<file path="src/rtl/control_unit_if.sv">
// Bus-and-tag link between a channel (master) and a device control unit (slave).
// Outbound tags travel channel-to-device and inbound tags travel device-to-channel.
interface control_unit_if;
    logic [7:0] bus_out;
    logic       operational_out;
    logic       hold_out;
    logic       select_out;
    logic       address_out;
    logic       command_out;
    logic       service_out;
    logic       suppress_out;
    logic [7:0] bus_in;
    logic       operational_in;
    logic       select_in;
    logic       address_in;
    logic       status_in;
    logic       service_in;
    logic       request_in;

    modport master (
        output bus_out, operational_out, hold_out, select_out, address_out,
               command_out, service_out, suppress_out,
        input  bus_in, operational_in, select_in, address_in, status_in,
               service_in, request_in
    );

    modport slave (
        input  bus_out, operational_out, hold_out, select_out, address_out,
               command_out, service_out, suppress_out,
        output bus_in, operational_in, select_in, address_in, status_in,
               service_in, request_in
    );
endinterface

</file>
<file path="src/rtl/control_unit.sv">
// Single-address device control unit: selection, command, initial status,
// interlocked byte transfer and ending status on the bus-and-tag link.
module control_unit #(
    parameter logic [7:0] ADDRESS = 8'h10
) (
    input  logic           clk,
    input  logic           reset_n,
    control_unit_if.slave  chan,
    input  logic           busy,
    input  logic [7:0]     xfer_length,
    input  logic [7:0]     rd_data,
    output logic [7:0]     cmd,
    output logic           cmd_strobe,
    output logic [7:0]     wr_data,
    output logic           data_strobe,
    output logic [7:0]     byte_count
);
    typedef enum logic [3:0] {
        IDLE, PROPAGATE, SELECT, ADDR_IN, CMD_WAIT, STATUS, STATUS_WAIT,
        DATA, DATA_WAIT, STOP_WAIT, ENDING, END_WAIT, DISCONNECT
    } state_t;

    state_t     state;
    logic [7:0] status;
    logic [7:0] length;

    logic unused_tags;
    assign unused_tags     = chan.hold_out ^ chan.suppress_out;
    assign chan.request_in = 1'b0;

    always_ff @(posedge clk) begin
        if (!reset_n || !chan.operational_out) begin
            state               <= IDLE;
            status              <= 8'h00;
            length              <= 8'h00;
            cmd                 <= 8'h00;
            cmd_strobe          <= 1'b0;
            wr_data             <= 8'h00;
            data_strobe         <= 1'b0;
            byte_count          <= 8'h00;
            chan.bus_in         <= 8'h00;
            chan.operational_in <= 1'b0;
            chan.select_in      <= 1'b0;
            chan.address_in     <= 1'b0;
            chan.status_in      <= 1'b0;
            chan.service_in     <= 1'b0;
        end else begin
            cmd_strobe  <= 1'b0;
            data_strobe <= 1'b0;

            // Tags are registered from the current state, so each response lags its cause by one clock
            chan.operational_in <= state inside {SELECT, ADDR_IN, CMD_WAIT, STATUS, STATUS_WAIT,
                                                 DATA, DATA_WAIT, STOP_WAIT, ENDING, END_WAIT};
            chan.select_in      <= (state == PROPAGATE) && chan.select_out;
            chan.address_in     <= (state == ADDR_IN);
            chan.status_in      <= (state == STATUS) || (state == ENDING);
            chan.service_in     <= (state == DATA);

            case (state)
                ADDR_IN: chan.bus_in <= ADDRESS;
                STATUS:  chan.bus_in <= status;
                // rd_data is taken only as service_in rises, then held for the whole handshake
                DATA:    if (!chan.service_in) chan.bus_in <= cmd[0] ? 8'h00 : rd_data;
                ENDING:  chan.bus_in <= 8'h0C;
                default: chan.bus_in <= 8'h00;
            endcase

            case (state)
                IDLE:
                    if (chan.select_out && chan.address_out)
                        state <= (chan.bus_out == ADDRESS) ? SELECT : PROPAGATE;
                PROPAGATE:
                    if (!chan.select_out) state <= IDLE;
                SELECT:
                    if (!chan.address_out) state <= ADDR_IN;
                ADDR_IN:
                    if (chan.command_out) begin
                        cmd        <= chan.bus_out;
                        cmd_strobe <= 1'b1;
                        length     <= xfer_length;
                        byte_count <= 8'h00;
                        status     <= busy ? 8'h10 : 8'h00;
                        state      <= CMD_WAIT;
                    end
                CMD_WAIT:
                    if (!chan.command_out) state <= STATUS;
                STATUS:
                    if (chan.service_out) state <= STATUS_WAIT;
                STATUS_WAIT:
                    if (!chan.service_out) begin
                        if (status != 8'h00 || cmd == 8'h00) state <= DISCONNECT;
                        else if (length == 8'h00)            state <= ENDING;
                        else                                 state <= DATA;
                    end
                DATA:
                    // A stop from the channel takes priority over a concurrent byte handshake
                    if (chan.command_out) begin
                        state <= STOP_WAIT;
                    end else if (chan.service_out) begin
                        if (cmd[0]) wr_data <= chan.bus_out;
                        data_strobe <= 1'b1;
                        if (byte_count != 8'hFF) byte_count <= byte_count + 8'd1;
                        state <= DATA_WAIT;
                    end
                DATA_WAIT:
                    if (!chan.service_out) state <= (byte_count == length) ? ENDING : DATA;
                STOP_WAIT:
                    if (!chan.command_out) state <= ENDING;
                ENDING:
                    if (chan.service_out) state <= END_WAIT;
                END_WAIT:
                    if (!chan.service_out) state <= DISCONNECT;
                DISCONNECT:
                    state <= IDLE;
                default:
                    state <= IDLE;
            endcase
        end
    end
endmodule

</file>
<file path="src/flat_wrapper.sv">
// flat-port wrapper written by rule: the top's interface ports become plain ports
module control_unit_flat 
#(
    parameter logic [7:0] ADDRESS = 8'h10
)
  (clk, reset_n, busy, xfer_length, rd_data, cmd, cmd_strobe, wr_data, data_strobe, byte_count, chan_bus_out, chan_operational_out, chan_hold_out, chan_select_out, chan_address_out, chan_command_out, chan_service_out, chan_suppress_out, chan_bus_in, chan_operational_in, chan_select_in, chan_address_in, chan_status_in, chan_service_in, chan_request_in);
  control_unit_if chan_i ();
  input  logic clk;
  input  logic reset_n;
  input  logic busy;
  input  logic [7:0] xfer_length;
  input  logic [7:0] rd_data;
  output logic [7:0] cmd;
  output logic cmd_strobe;
  output logic [7:0] wr_data;
  output logic data_strobe;
  output logic [7:0] byte_count;
  input wire logic [$bits(chan_i.bus_out)-1:0] chan_bus_out;
  input wire logic [$bits(chan_i.operational_out)-1:0] chan_operational_out;
  input wire logic [$bits(chan_i.hold_out)-1:0] chan_hold_out;
  input wire logic [$bits(chan_i.select_out)-1:0] chan_select_out;
  input wire logic [$bits(chan_i.address_out)-1:0] chan_address_out;
  input wire logic [$bits(chan_i.command_out)-1:0] chan_command_out;
  input wire logic [$bits(chan_i.service_out)-1:0] chan_service_out;
  input wire logic [$bits(chan_i.suppress_out)-1:0] chan_suppress_out;
  output wire logic [$bits(chan_i.bus_in)-1:0] chan_bus_in;
  output wire logic [$bits(chan_i.operational_in)-1:0] chan_operational_in;
  output wire logic [$bits(chan_i.select_in)-1:0] chan_select_in;
  output wire logic [$bits(chan_i.address_in)-1:0] chan_address_in;
  output wire logic [$bits(chan_i.status_in)-1:0] chan_status_in;
  output wire logic [$bits(chan_i.service_in)-1:0] chan_service_in;
  output wire logic [$bits(chan_i.request_in)-1:0] chan_request_in;
  assign chan_i.bus_out = chan_bus_out;
  assign chan_i.operational_out = chan_operational_out;
  assign chan_i.hold_out = chan_hold_out;
  assign chan_i.select_out = chan_select_out;
  assign chan_i.address_out = chan_address_out;
  assign chan_i.command_out = chan_command_out;
  assign chan_i.service_out = chan_service_out;
  assign chan_i.suppress_out = chan_suppress_out;
  assign chan_bus_in = chan_i.bus_in;
  assign chan_operational_in = chan_i.operational_in;
  assign chan_select_in = chan_i.select_in;
  assign chan_address_in = chan_i.address_in;
  assign chan_status_in = chan_i.status_in;
  assign chan_service_in = chan_i.service_in;
  assign chan_request_in = chan_i.request_in;
  control_unit #(.ADDRESS(ADDRESS)) u_core (.clk(clk), .reset_n(reset_n), .chan(chan_i), .busy(busy), .xfer_length(xfer_length), .rd_data(rd_data), .cmd(cmd), .cmd_strobe(cmd_strobe), .wr_data(wr_data), .data_strobe(data_strobe), .byte_count(byte_count));
endmodule
</file>
<file path="config.mk">
export PLATFORM = sky130hd
export DESIGN_NAME = control_unit_flat
export DESIGN_NICKNAME = d
export VERILOG_FILES = /design/src/rtl/control_unit_if.sv /design/src/rtl/control_unit.sv /design/src/flat_wrapper.sv
export SDC_FILE = /design/constraint.sdc
export NUM_CORES = 1
export LEC_CHECK = 0
export CELL_PAD_IN_SITES_DETAIL_PLACEMENT = 1
export CELL_PAD_IN_SITES_GLOBAL_PLACEMENT = 1
export CORE_ASPECT_RATIO = 0.9
export CORE_UTILIZATION = 37
export DETAILED_ROUTE_END_ITERATION = 12
export PLACE_DENSITY_LB_ADDON = 0.12
export SETUP_SLACK_MARGIN = 0.05
export SYNTH_ARGS = -nofsm -noshare
export SYNTH_HDL_FRONTEND = slang
export SYNTH_SLANG_ARGS = --single-unit
</file>
<file path="constraint.sdc">
create_clock -name clk -period 4 [get_ports clk]
set_input_delay 1.2 -clock clk [delete_from_list [all_inputs] [get_ports clk]]
set_output_delay 1.2 -clock clk [all_outputs]
set_load 0.02 [all_outputs]
</file>
* After elaboration in Yosys (flattened, before gate mapping)
Index checks and enable logic that the tools add are counted.
** Word-level totals
- Bits in registers :: 59
- Input port bits :: 34
- Output and inout port bits :: 40
- Logic and storage cells :: 96
** Operators by class
- Add/subtract/negate cells :: 1
- Eq/ne operators :: 30
- Muxes and demuxes :: 29
- Bitwise logic cells :: 3
- Reductions and logical operators :: 19
** Operators by type and width (number)
- 2-to-1 mux 4 bit :: 16
- 2-to-1 mux 8 bit :: 6
- case mux 4 bit (12 select lines) :: 1
- case mux 8 bit (4 select lines) :: 1
- inequality test 2 bit, second input constant :: 14
- equality test 4 x 3 -> 1 bit, second input constant :: 4
- equality test 4 bit, second input constant :: 4
- zero test 8 bit :: 2
- case mux 8 bit (2 select lines) :: 1
- AND reduction 12 bit :: 1
- nonzero test 10 bit :: 1
- adder 8 x 1 -> 8 bit, second input constant :: 1
- equality test 4 x 2 -> 1 bit, second input constant :: 2
- equality test 8 x 5 -> 1 bit, second input constant :: 1
- equality test 8 bit :: 1
- inequality test 8 bit, second input constant :: 1
- nonzero test 8 bit :: 1
- 2-to-1 mux 5 bit :: 1
- AND reduction 5 bit :: 1
- equality test 4 x 1 -> 1 bit, second input constant :: 1
- zero test 4 bit :: 1
- AND reduction 4 bit :: 1
- logical OR 1 bit :: 3
- inequality test 3 bit, second input constant :: 1
- other kinds (10) :: 15

* Logic depth before layout (Yosys ltp)
- Depth in word-level cells :: 5
- Mapped depth :: 7
- Depth with buffers taken out :: 6

* Worst setup path before layout
Ideal clock, no wire load.
- Path kind :: in2reg
- From :: input chan_service_out
- To :: register u_core.state[0]
- Library setup time :: 0.075 ns
- Arrival time :: 2.318 ns
- Path slack :: 1.608 ns
- Cell stages on the path :: 6
- Path through :: clkbuf_1 > nand2_1 > o2111a_1 > a2111oi_4 > nand2_1 > o22ai_1
** Between the ends
- Word-level cells in the longest chain between the ends :: 2
** RTL lines
- start: declaration :: RTL line flat_wrapper.sv:24 : input wire logic [$bits(chan_i.service_out)-1:0] chan_service_out;
- inequality test 3 bit (no line) or inequality test 2 bit (tied branches)
- AND reduction 12 bit (no line) (*)
- end signal: assignment :: RTL line control_unit.sv:71 : state <= (chan.bus_out == ADDRESS) ? SELECT : PROPAGATE;
- end signal: assignment :: RTL line control_unit.sv:106 : if (!chan.service_out) state <= (byte_count == length) ? ENDING : DATA;
- end: declaration :: RTL line control_unit.sv:23 : state_t state;
Mark *: on every way between the ends. The rest lies on a longest branch, timed or not.
A chain may end at the register's enable or synchronous reset.

* Worst setup path in the final report
- From :: input chan_bus_out[5]
- To :: register u_core.state[0]
** Between the ends
- Word-level cells in the longest chain between the ends :: 4
** RTL lines
- start: declaration :: RTL line flat_wrapper.sv:18 : input wire logic [$bits(chan_i.bus_out)-1:0] chan_bus_out;
- equality test 8 x 5 -> 1 bit :: RTL line control_unit.sv:71
- 2-to-1 mux 2 bit :: RTL line control_unit.sv:71
- 2-to-1 mux 4 bit :: RTL line control_unit.sv:70 : if (chan.select_out && chan.address_out)
- case mux 4 bit (12 select lines) :: RTL line control_unit.sv:68 : case (state)
No other way between the ends. The select of a mux whose other input is x is not followed.

==> impl_metrics.py <==
metrics = {
    "yosys": {
        "synth-seq-cells": 52,
        "syn_inst": 294,
        "yosysWarnings": 0,
        "synth.avg_cell_area_um2": 8.490,
        "synth_compound_area_share_pct": 20.05,
        "synth_xor_area_share_pct": 5.263,
        "ys_async_sr_fraction_pct": 0,
        "synth_ff_type": "dfxtp_1",
        "syn-num-nets": 329,
        "synth_edf_count": 0,
        "synth.area.mux_share_pct": 3.208,
        "synth_top_family_by_area": "simple AND/OR/NAND/NOR gates",
        "synth_cell_types": 52,
        "synthSimpleGateAreaFrac_pct": 24.71,
        "yosysSeqAreaShare_pct": 41.70,
        "syn_area_um2": 2496,
        "synthAdderAreaFrac_pct": 0.5013,
    },
    "worst_setup_path": {
        "cp_slowest_cell": "nor4b_1",
        "critPathMaxStageDelay_ps": 530,
        "critical_path.startpoint_type": "input pin",
        "worst-path-buf-inv": 1,
        "end_kind": "register",
        "critPathKind": "input pin to register",
        "critPathRequiredTime_ps": 4190,
        "regToRegSetupSlack_ps": 1650,
        "crit_fanout": 3,
        "crit_family": "compound AO/OA/AOI/OAI gates",
        "path_cells": "clkdlybuf4s50_1 -> nor4b_1 -> a21boi_0 -> a211o_1 -> a221oi_1 -> o22ai_1",
        "worstPathArrival_ps": 3070,
    },
    "clock_network": {
        "cts_root_buffer": "clkbuf_8",
        "post_cts_buffers": 0,
        "clkSinkCount": 52,
        "cts_buffers": 5,
        "h-tree-depth": 2,
        "clk_path_buf_depth": 2,
        "clkTransAtPathRegs_ps": 100,
        "postCtsHoldBufs": 0,
        "cts_resized": 0,
        "clock_latency_ps": 320,
        "cts_tree": "built",
    },
    "cells_and_area": {
        "fillers": 802,
        "final_cell_area_um2": 3312,
        "utilization_pct": 50.55,
        "final-seq-area_um2": 1041,
        "nNetsFinal": 388,
        "multi_input_area_um2": 1345,
        "stdcell_count": 444,
        "drive_gt1_share_pct": 5.085,
        "syn2layout_area_growth_pct": 32.68,
        "diodes": 0,
    },
    "route": {
        "ant_nets": 0,
        "drc": 0,
        "vias_per_cell": 5.250,
        "vias": 2331,
        "wire_per_inst_um": 15.55,
        "drt_iter0_drc": 117,
        "dr.pass1.iters": 4,
        "wl_um": 6902,
    },
    "die": {
        "dieHeight_um": 79.92,
        "row_count": 28,
        "core_um2": 6551,
        "die_area_um2": 7079,
        "start_util_pct": 38.10,
        "dieWidth_um": 88.58,
        "pin_count": 74,
    },
    "pwr": {
        "power_density_nw_per_um2": 277.0,
        "peakVddDrop_uv": 200.4,
        "p_total_uw": 917.3,
        "power_leakage_nw": 1.081,
    },
    "sta": {
        "min_period_ps": 2884,
        "slew_viol_final": 0,
        "finalWorstSetupSlack_ps": 1116,
        "skew_ps": 15.56,
        "final-setup-viol-count": 0,
        "worstMarginPinSlew_ps": 943.9,
        "hold_violations": 0,
        "tns_ps": 0,
        "fmax_mhz": 346.7,
        "rsz0062_at_grt": "false",
        "finalCritPeriodShare_pct": 72.10,
        "hold_ws_ps": 485.5,
        "slew_headroom_pct": 36.49,
    },
    "run_status": {
        "run_status": "completed",
    },
    "placed_design": {
        "gp_congestion": 0.8847,
        "dp_cells": 436,
        "dp_hpwl_um": 5039,
        "place_ws_ps": 817.2,
        "place_area_um2": 3222,
        "io_buffers": 70,
    },
    "grt": {
        "grt_pass1_vias": 2262,
        "grt_pass1_wl_um": 11180,
        "track_usage_pct": 20.52,
        "grt_max_degree": 45,
        "overflow": 0,
        "antenna_found_initial": 0,
    },
    "job": {
        "maxCapViolations": 0,
    },
    "min_path": {
        "hp-class": "register to register",
    },
}
[synthesized netlist by cell type, types with 3 or more instances]
| master | count | share of area (%) |
|---|---|---|
| nor2_1 | 29 | 4.4 |
| xnor2_1 | 15 | 5.3 |
| nand2_1 | 49 | 7.4 |
| nand4_1 | 4 | 1.0 |
| a211oi_1 | 3 | 0.90 |
| dfxtp_1 | 52 | 42 |
| nand3_1 | 11 | 2.2 |
| mux2i_1 | 8 | 3.2 |
| nor2b_1 | 5 | 1.3 |
| nand2b_1 | 4 | 1.0 |
| a21oi_1 | 32 | 6.4 |
| nor3_1 | 3 | 0.60 |
| inv_1 | 4 | 0.60 |
| buf_4 | 5 | 1.5 |
| buf_2 | 4 | 0.80 |
| nor4_1 | 7 | 1.8 |
| clkbuf_1 | 10 | 1.5 |
| a22oi_1 | 5 | 1.5 |
[report_power, final]
part | switching [mW] | internal [mW] | total (mW)
Sequential | 0.00725 | 0.519 | 0.526
Combinational | 0.0371 | 0.0443 | 0.0814
Clock | 0.185 | 0.125 | 0.309
Total | 0.229 | 0.688 | 0.917
[cell type report]
type                       instances  area share, %
multi-input combinational        219          40.61
clock buffer                       5          2.078
tap                               90          3.400
inverter                           4         0.4533
clock inverter                     3         0.6422
timing repair buffer              71          21.38
sequential                        52          31.43
[cell families after synthesis]
kind of cell    count (synthesis)
compound gates                 68
xor+xnor                       15
fa+ha+maj                       1
buf+inv                        23
flops                          52
mux                             8
other cells                     1
simple gates                  126
[tightest hold or removal path: stages (launching register included)]
cell and delay [ps]:
dfxtp_1 340, nand2_1 60, a21oi_1 50
[cells in the final DEF (no fill, tap or decap), drive strengths merged, types with 3 or more instances in the layout]
| master | instances |
|---|---|
| a21boi | 3 |
| nand2 | 49 |
| nand3 | 12 |
| nand2b | 4 |
| nor2 | 29 |
| nor3 | 3 |
| xnor2 | 15 |
| a21oi | 32 |
| nand4 | 5 |
| nor4 | 7 |
| inv | 5 |
| clkbuf | 5 |
| clkdlybuf4s50 | 70 |
| a22oi | 5 |
| mux2i | 8 |
| a211oi | 3 |
| nor2b | 5 |
| dfxtp | 52 |
| o2111ai | 3 |
[state kept, by name, summed over array words and instances, names as in the netlist, 4 cells and up]
register,count
u_core.state,4
u_core.cmd,8
u_core.wr_data,8
u_core.length,8
u_core.byte_count,8
u_core.chan.bus_in,8
[metal layers]
layer  track usage [%]  up-vias  share of wire (%)
met5                 0        -                  0
li1                  -     1154                  -
met3             6.101        2                5.8
met2             32.54       57                 46
met1             27.77     1118                 48
met4             3.387        0               0.33
[final timing paths]
path,from,endpoint,cells after the start
worst max-delay path,chan_bus_out[5],u_core.state[0],6
worst min-delay path,u_core.cmd[7],u_core.cmd[7],2
worst max register to register,u_core.state[1],u_core.byte_count[7],5
worst min register to register,u_core.cmd[7],u_core.cmd[7],2
(Power assumes the default switching activity.)
==> RTL change 1, RTL diff (same flow settings) <==
Add an input register stage for `busy`, `xfer_length` and `rd_data`; this delays them by one clock. The other inputs are not delayed to match.
--- a/src/rtl/control_unit.sv
+++ b/src/rtl/control_unit.sv
@@ -19,6 +19,16 @@
         IDLE, PROPAGATE, SELECT, ADDR_IN, CMD_WAIT, STATUS, STATUS_WAIT,
         DATA, DATA_WAIT, STOP_WAIT, ENDING, END_WAIT, DISCONNECT
     } state_t;
+
+    logic busy_q;
+    logic [7:0] xfer_length_q;
+    logic [7:0] rd_data_q;
+
+    always_ff @(posedge clk) begin
+        busy_q        <= busy;
+        xfer_length_q <= xfer_length;
+        rd_data_q     <= rd_data;
+    end
 
     state_t     state;
     logic [7:0] status;
@@ -60,7 +70,7 @@
                 ADDR_IN: chan.bus_in <= ADDRESS;
                 STATUS:  chan.bus_in <= status;
                 // rd_data is taken only as service_in rises, then held for the whole handshake
-                DATA:    if (!chan.service_in) chan.bus_in <= cmd[0] ? 8'h00 : rd_data;
+                DATA:    if (!chan.service_in) chan.bus_in <= cmd[0] ? 8'h00 : rd_data_q;
                 ENDING:  chan.bus_in <= 8'h0C;
                 default: chan.bus_in <= 8'h00;
             endcase
@@ -77,9 +87,9 @@
                     if (chan.command_out) begin
                         cmd        <= chan.bus_out;
                         cmd_strobe <= 1'b1;
-                        length     <= xfer_length;
+                        length     <= xfer_length_q;
                         byte_count <= 8'h00;
-                        status     <= busy ? 8'h10 : 8'h00;
+                        status     <= busy_q ? 8'h10 : 8'h00;
                         state      <= CMD_WAIT;
                     end
                 CMD_WAIT:
Function: changed (a bounded check fails within 10 cycles, from zero or initial values).
==> RTL change 1 against the unedited design <==
  * Area after synthesis rose by 17%
  * Clock skew fell by 0.0016 ns
  * Maximum frequency fell by 0.76%
  * Sequential share of layout area rose by 4.8 points
  * Clock power rose by 85%
  * Wire length rose by 14%
  * Worst setup slack got worse by 0.022 ns
  * Design area rose by 15%
  * Via count rose by 10%
  * Non-clock buffer count did not move
  * Sequential cell count rose by 17
  * Worst hold slack got worse by 0.047 ns
  * Total power rose by 46%
  * Highest routed layer unchanged
==> RTL change 1: results (changes against the unedited design) <==
metric,value,unit,change
run status,completed,,unchanged
largest net degree at the start of global routing,30,,was 45
adder and majority gate portion of the synthesized area,0.00428,,was 0.00501
critical-path maximum fanout,16,,was 3
H-Tree Level Count,3,,was 2
met1 track utilization from global routing,0.273,,was 0.278
crit-path max cell delay,0.71,ns,was 0.53 ns
via count of the first global-routing pass,2539,,was 2262
share of cell area taken by muxes after synthesis,0.0342,,was 0.0321
DR WL met3,464,µm,was 398 µm
global-route wire length before repair,13000,µm,was 11200 µm
origin of the critical flop-to-flop path,u_core.state[2],,was u_core.state[1]
Peak VDD IR,267,µV,was 200 µV
startpoint of the worst hold path,u_core.xfer_length_q[4],,was u_core.cmd[7]
signal buffers share of area,0.186,,was 0.214
final non-filler cell area,3810,µm²,was 3310 µm²
average wire length per cell after detail routing,16.0,µm,was 15.5 µm
dpl cell area,3610,µm²,was 3220 µm²
largest cells by area after synthesis,"sky130_fd_sc_hd__dfxtp_1, sky130_fd_sc_hd__nand2_1, sky130_fd_sc_hd__a21oi_1",,unchanged
part of the Yosys area used for sequential elements,0.472,,was 0.417
Post-synth top cells,"sky130_fd_sc_hd__dfxtp_1, sky130_fd_sc_hd__nand2_1, sky130_fd_sc_hd__a21oi_1, sky130_fd_sc_hd__nor2_1, sky130_fd_sc_hd__mux2i_1",,"was sky130_fd_sc_hd__dfxtp_1, sky130_fd_sc_hd__nand2_1, sky130_fd_sc_hd__a21oi_1"
maximum clock skew at final layout,0.0140,ns,was 0.0156 ns
fillcell total,895,,was 802
nets@finish,425,,was 388
arrival time of the worst setup path,1.71,ns,was 3.07 ns
gate family responsible for the most delay along the worst path,buffers and inverters,,was compound AO/OA/AOI/OAI gates
launch point of the critical path,u_core.chan.service_in,,was chan_bus_out[5]
Clock-cell share,0.0522,,was 0.0272
destination of the worst hold path,u_core.length[4],,was u_core.cmd[7]
layout cells sized above 1,0.0911,,was 0.0508
area share of xor/xnor cells in the synthesized design,0.0240,,was 0.0526
number of clock buffers in the layout,10,,was 5
leakage power total,1.38,nW,was 1.08 nW
Reg2Reg Setup Slack,1.70,ns,was 1.65 ns
CP max stage cell,sky130_fd_sc_hd__clkdlybuf4s50_1,,was sky130_fd_sc_hd__nor4b_1
met1 WL,3650,µm,was 3280 µm
worst skew pair latency,0.35,ns,was 0.32 ns
count of non-CTS inverters in the layout,3,,was 4
[RTL change 1: cell count changes in the layout (fill, tap and decap cells not counted), moves of 4 or more]
cell / delta
sky130_fd_sc_hd__a32o_1: +5
sky130_fd_sc_hd__clkbuf_8: +4
sky130_fd_sc_hd__dfxtp_1: +17
sky130_fd_sc_hd__nor2_1: +6
sky130_fd_sc_hd__nand3b_1: +4
sky130_fd_sc_hd__xnor2_1: -7
sky130_fd_sc_hd__o21ai_0: +6
[RTL change 1: power by group]
group          internal, mW  switching [mW]
registers             0.696         0.00515
clock network         0.295           0.278
logic                0.0385          0.0266
[RTL change 1: cells by family (layout without fill, tap and decap cells)]
group / Yosys count / after routing
AO/OA/AOI/OAI: 72 / 72
XOR/XNOR: 8 / 8
adder cells (fa/ha/maj): 1 / 1
buffers and inverters: 22 / 90
flip-flops: 69 / 69
multiplexers: 10 / 10
other: 1 / 1
AND/OR/NAND/NOR: 144 / 144
[RTL change 1: per-stage QoR]
| step | hold WS [ns] | cells | setup slack (ns) |
|---|---|---|---|
| global placement | 0.429 | 475 | 0.812 |
| floorplan | 0.417 | 327 | 1.60 |
| finish | 0.438 | 491 | 1.09 |
| detailed placement | 0.432 | 475 | 0.771 |
| global route | 0.454 | 491 | 0.978 |
| CTS | 0.442 | 491 | 1.08 |
[RTL change 1: how the worst max path moves through the flow]
stage	endpoint	slack, ns
6_report	chan_service_in	1.09
2_1_floorplan	u_core.byte_count[2]	1.60
3_5_place_dp	u_core.byte_count[2]	0.77
4_1_cts	chan_service_in	1.08
3_3_place_gp	u_core.byte_count[6]	0.81
5_1_grt	u_core.byte_count[2]	0.98
==> RTL change 2, RTL diff (same flow settings) <==
Without the edit above. Register the output `wr_data` once more; this adds one clock of latency there. The other outputs are not delayed to match.
--- a/src/rtl/control_unit.sv
+++ b/src/rtl/control_unit.sv
@@ -20,6 +20,8 @@
         DATA, DATA_WAIT, STOP_WAIT, ENDING, END_WAIT, DISCONNECT
     } state_t;
 
+    logic [7:0] wr_data_s0;
+
     state_t     state;
     logic [7:0] status;
     logic [7:0] length;
@@ -35,7 +37,7 @@
             length              <= 8'h00;
             cmd                 <= 8'h00;
             cmd_strobe          <= 1'b0;
-            wr_data             <= 8'h00;
+            wr_data_s0          <= 8'h00;
             data_strobe         <= 1'b0;
             byte_count          <= 8'h00;
             chan.bus_in         <= 8'h00;
@@ -97,7 +99,7 @@
                     if (chan.command_out) begin
                         state <= STOP_WAIT;
                     end else if (chan.service_out) begin
-                        if (cmd[0]) wr_data <= chan.bus_out;
+                        if (cmd[0]) wr_data_s0 <= chan.bus_out;
                         data_strobe <= 1'b1;
                         if (byte_count != 8'hFF) byte_count <= byte_count + 8'd1;
                         state <= DATA_WAIT;
@@ -117,5 +119,9 @@
             endcase
         end
     end
+    always_ff @(posedge clk) begin
+        wr_data <= wr_data_s0;
+    end
+
 endmodule
 
Function: changed (a bounded check fails within 10 cycles, from zero or initial values).
==> RTL change 2 against the unedited design <==
  * Area after synthesis up 7.5%
  * Worst setup slack better by 0.077 ns
  * Sequential power up 14%
  * Total power up 32%
  * Register-to-register slack worse by 0.09 ns
  * Sequential cell count up 8
  * Design area up 9.5%
  * Critical path type is now flop to output pin
  * Wire length up 10%
==> RTL change 2: results (changes against the unedited design) <==
metric,value,unit,change
arrival time of the worst setup path,1.61,ns,was 3.07 ns
critical-path maximum fanout,11,,was 3
part of the Yosys area used for sequential elements,0.448,,was 0.417
proportion of cell area occupied by registers,0.331,,was 0.314
Clock-cell share,0.0531,,was 0.0272
Detailed Place HPWL,5400,µm,was 5040 µm
post-synthesis cell type count,50,,was 52
Placed Cells incl. Taps,458,,was 436
run status,completed,,unchanged
Post-synth top cells,"sky130_fd_sc_hd__dfxtp_1, sky130_fd_sc_hd__nand2_1, sky130_fd_sc_hd__a21oi_1",,unchanged
crit-path max cell delay,0.69,ns,was 0.53 ns
CP max stage cell,sky130_fd_sc_hd__clkdlybuf4s50_1,,was sky130_fd_sc_hd__nor4b_1
worst min-delay path class,flop to flop,,unchanged
clock buffers created by TritonCTS,9,,was 5
# rows,29,,was 28
Peak VDD IR,153,µV,was 200 µV
fillcell total,825,,was 802
global-route wire length before repair,12200,µm,was 11200 µm
Post-CTS Hold Fix Bufs,0,,unchanged
internal power component,0.924,mW,was 0.688 mW
worst skew pair latency,0.34,ns,was 0.32 ns
total track usage,0.210,,was 0.205
dpl cell area,3430,µm²,was 3220 µm²
"Avg Cell Area, Syn",8.65,µm²,was 8.49 µm²
filler-free cell count of the finished design,474,,was 444
met3 GRT Util,0.0446,,was 0.0610
syn nets,345,,was 329
relative max-transition margin,0.541,,was 0.365
layout cells sized above 1,0.0709,,was 0.0508
sequential fraction of design power,0.497,,was 0.574
Via Count,2500,,was 2331
top-area cell type share of the netlist area,0.448,,was 0.417
register area,1200,µm²,was 1040 µm²
count of multi-input combinational gates,223,,was 219
DR WL met3,312,µm,was 398 µm
gate family responsible for the most delay along the worst path,buffers and inverters,,was compound AO/OA/AOI/OAI gates
count of non-CTS inverters in the layout,8,,was 4
met1 track utilization from global routing,0.267,,was 0.278
maximum clock skew at final layout,0.0154,ns,was 0.0156 ns
global-route track usage on met2,0.350,,was 0.325
number of buffers added for setup after CTS,0,,unchanged
violation count after the first detailed-route iteration,81,,was 117
Seq cells post-synth,60,,was 52
number of clock buffers in the layout,10,,was 5
largest cells by area after synthesis,"sky130_fd_sc_hd__dfxtp_1, sky130_fd_sc_hd__a21oi_1, sky130_fd_sc_hd__nand2_1",,"was sky130_fd_sc_hd__dfxtp_1, sky130_fd_sc_hd__nand2_1, sky130_fd_sc_hd__a21oi_1"
met1 WL,3650,µm,was 3280 µm
Routed met2 length,3520,µm,was 3200 µm
clk slew on worst S/H paths,0.08,ns,was 0.10 ns
average wire length per cell after detail routing,16.1,µm,was 15.5 µm
routability-driven placement congestion ratio,0.815,,was 0.885
share of power burned in combinational logic,0.058,,was 0.089
fraction of standard cell area in multi-input logic,0.374,,was 0.406
signal buffers share of area,0.202,,was 0.214
switching power summed over all nets,0.285,mW,was 0.229 mW
leakage power total,1.18,nW,was 1.08 nW
[RTL change 2: cell count changes after synthesis, sizes merged, moves of 4 or more]
cell	before	now
a2111oi	1	5
a21oi	32	38
a22oi	5	1
dfxtp	52	60
nand2	49	41
nor2b	5	1
o21ai	2	7
o32ai	0	4
[RTL change 2: final timing paths]
| path | start | cells past startpoint | slack, ns | to |
|---|---|---|---|---|
| max | u_core.cmd[0] | 1 | 1.19 | cmd[0] |
| min | u_core.wr_data_s0[0] | 0 | 0.36 | u_core.wr_data[0] |
| max reg2reg | u_core.state[1] | 5 | 1.56 | u_core.wr_data_s0[0] |
| min reg2reg | u_core.wr_data_s0[0] | 0 | 0.36 | u_core.wr_data[0] |
[RTL change 2: cells by family (layout without fill, tap and decap cells)]
logic type,Yosys count,in the layout,share of synthesized area
xor+xnor,15,15,0.0518
other cells,1,1,0.00140
buf+inv,27,98,0.0471
flops,60,60,0.448
fa+ha+maj,1,1,0.00466
simple gates,124,124,0.227
compound gates,73,73,0.187
mux,9,9,0.0336
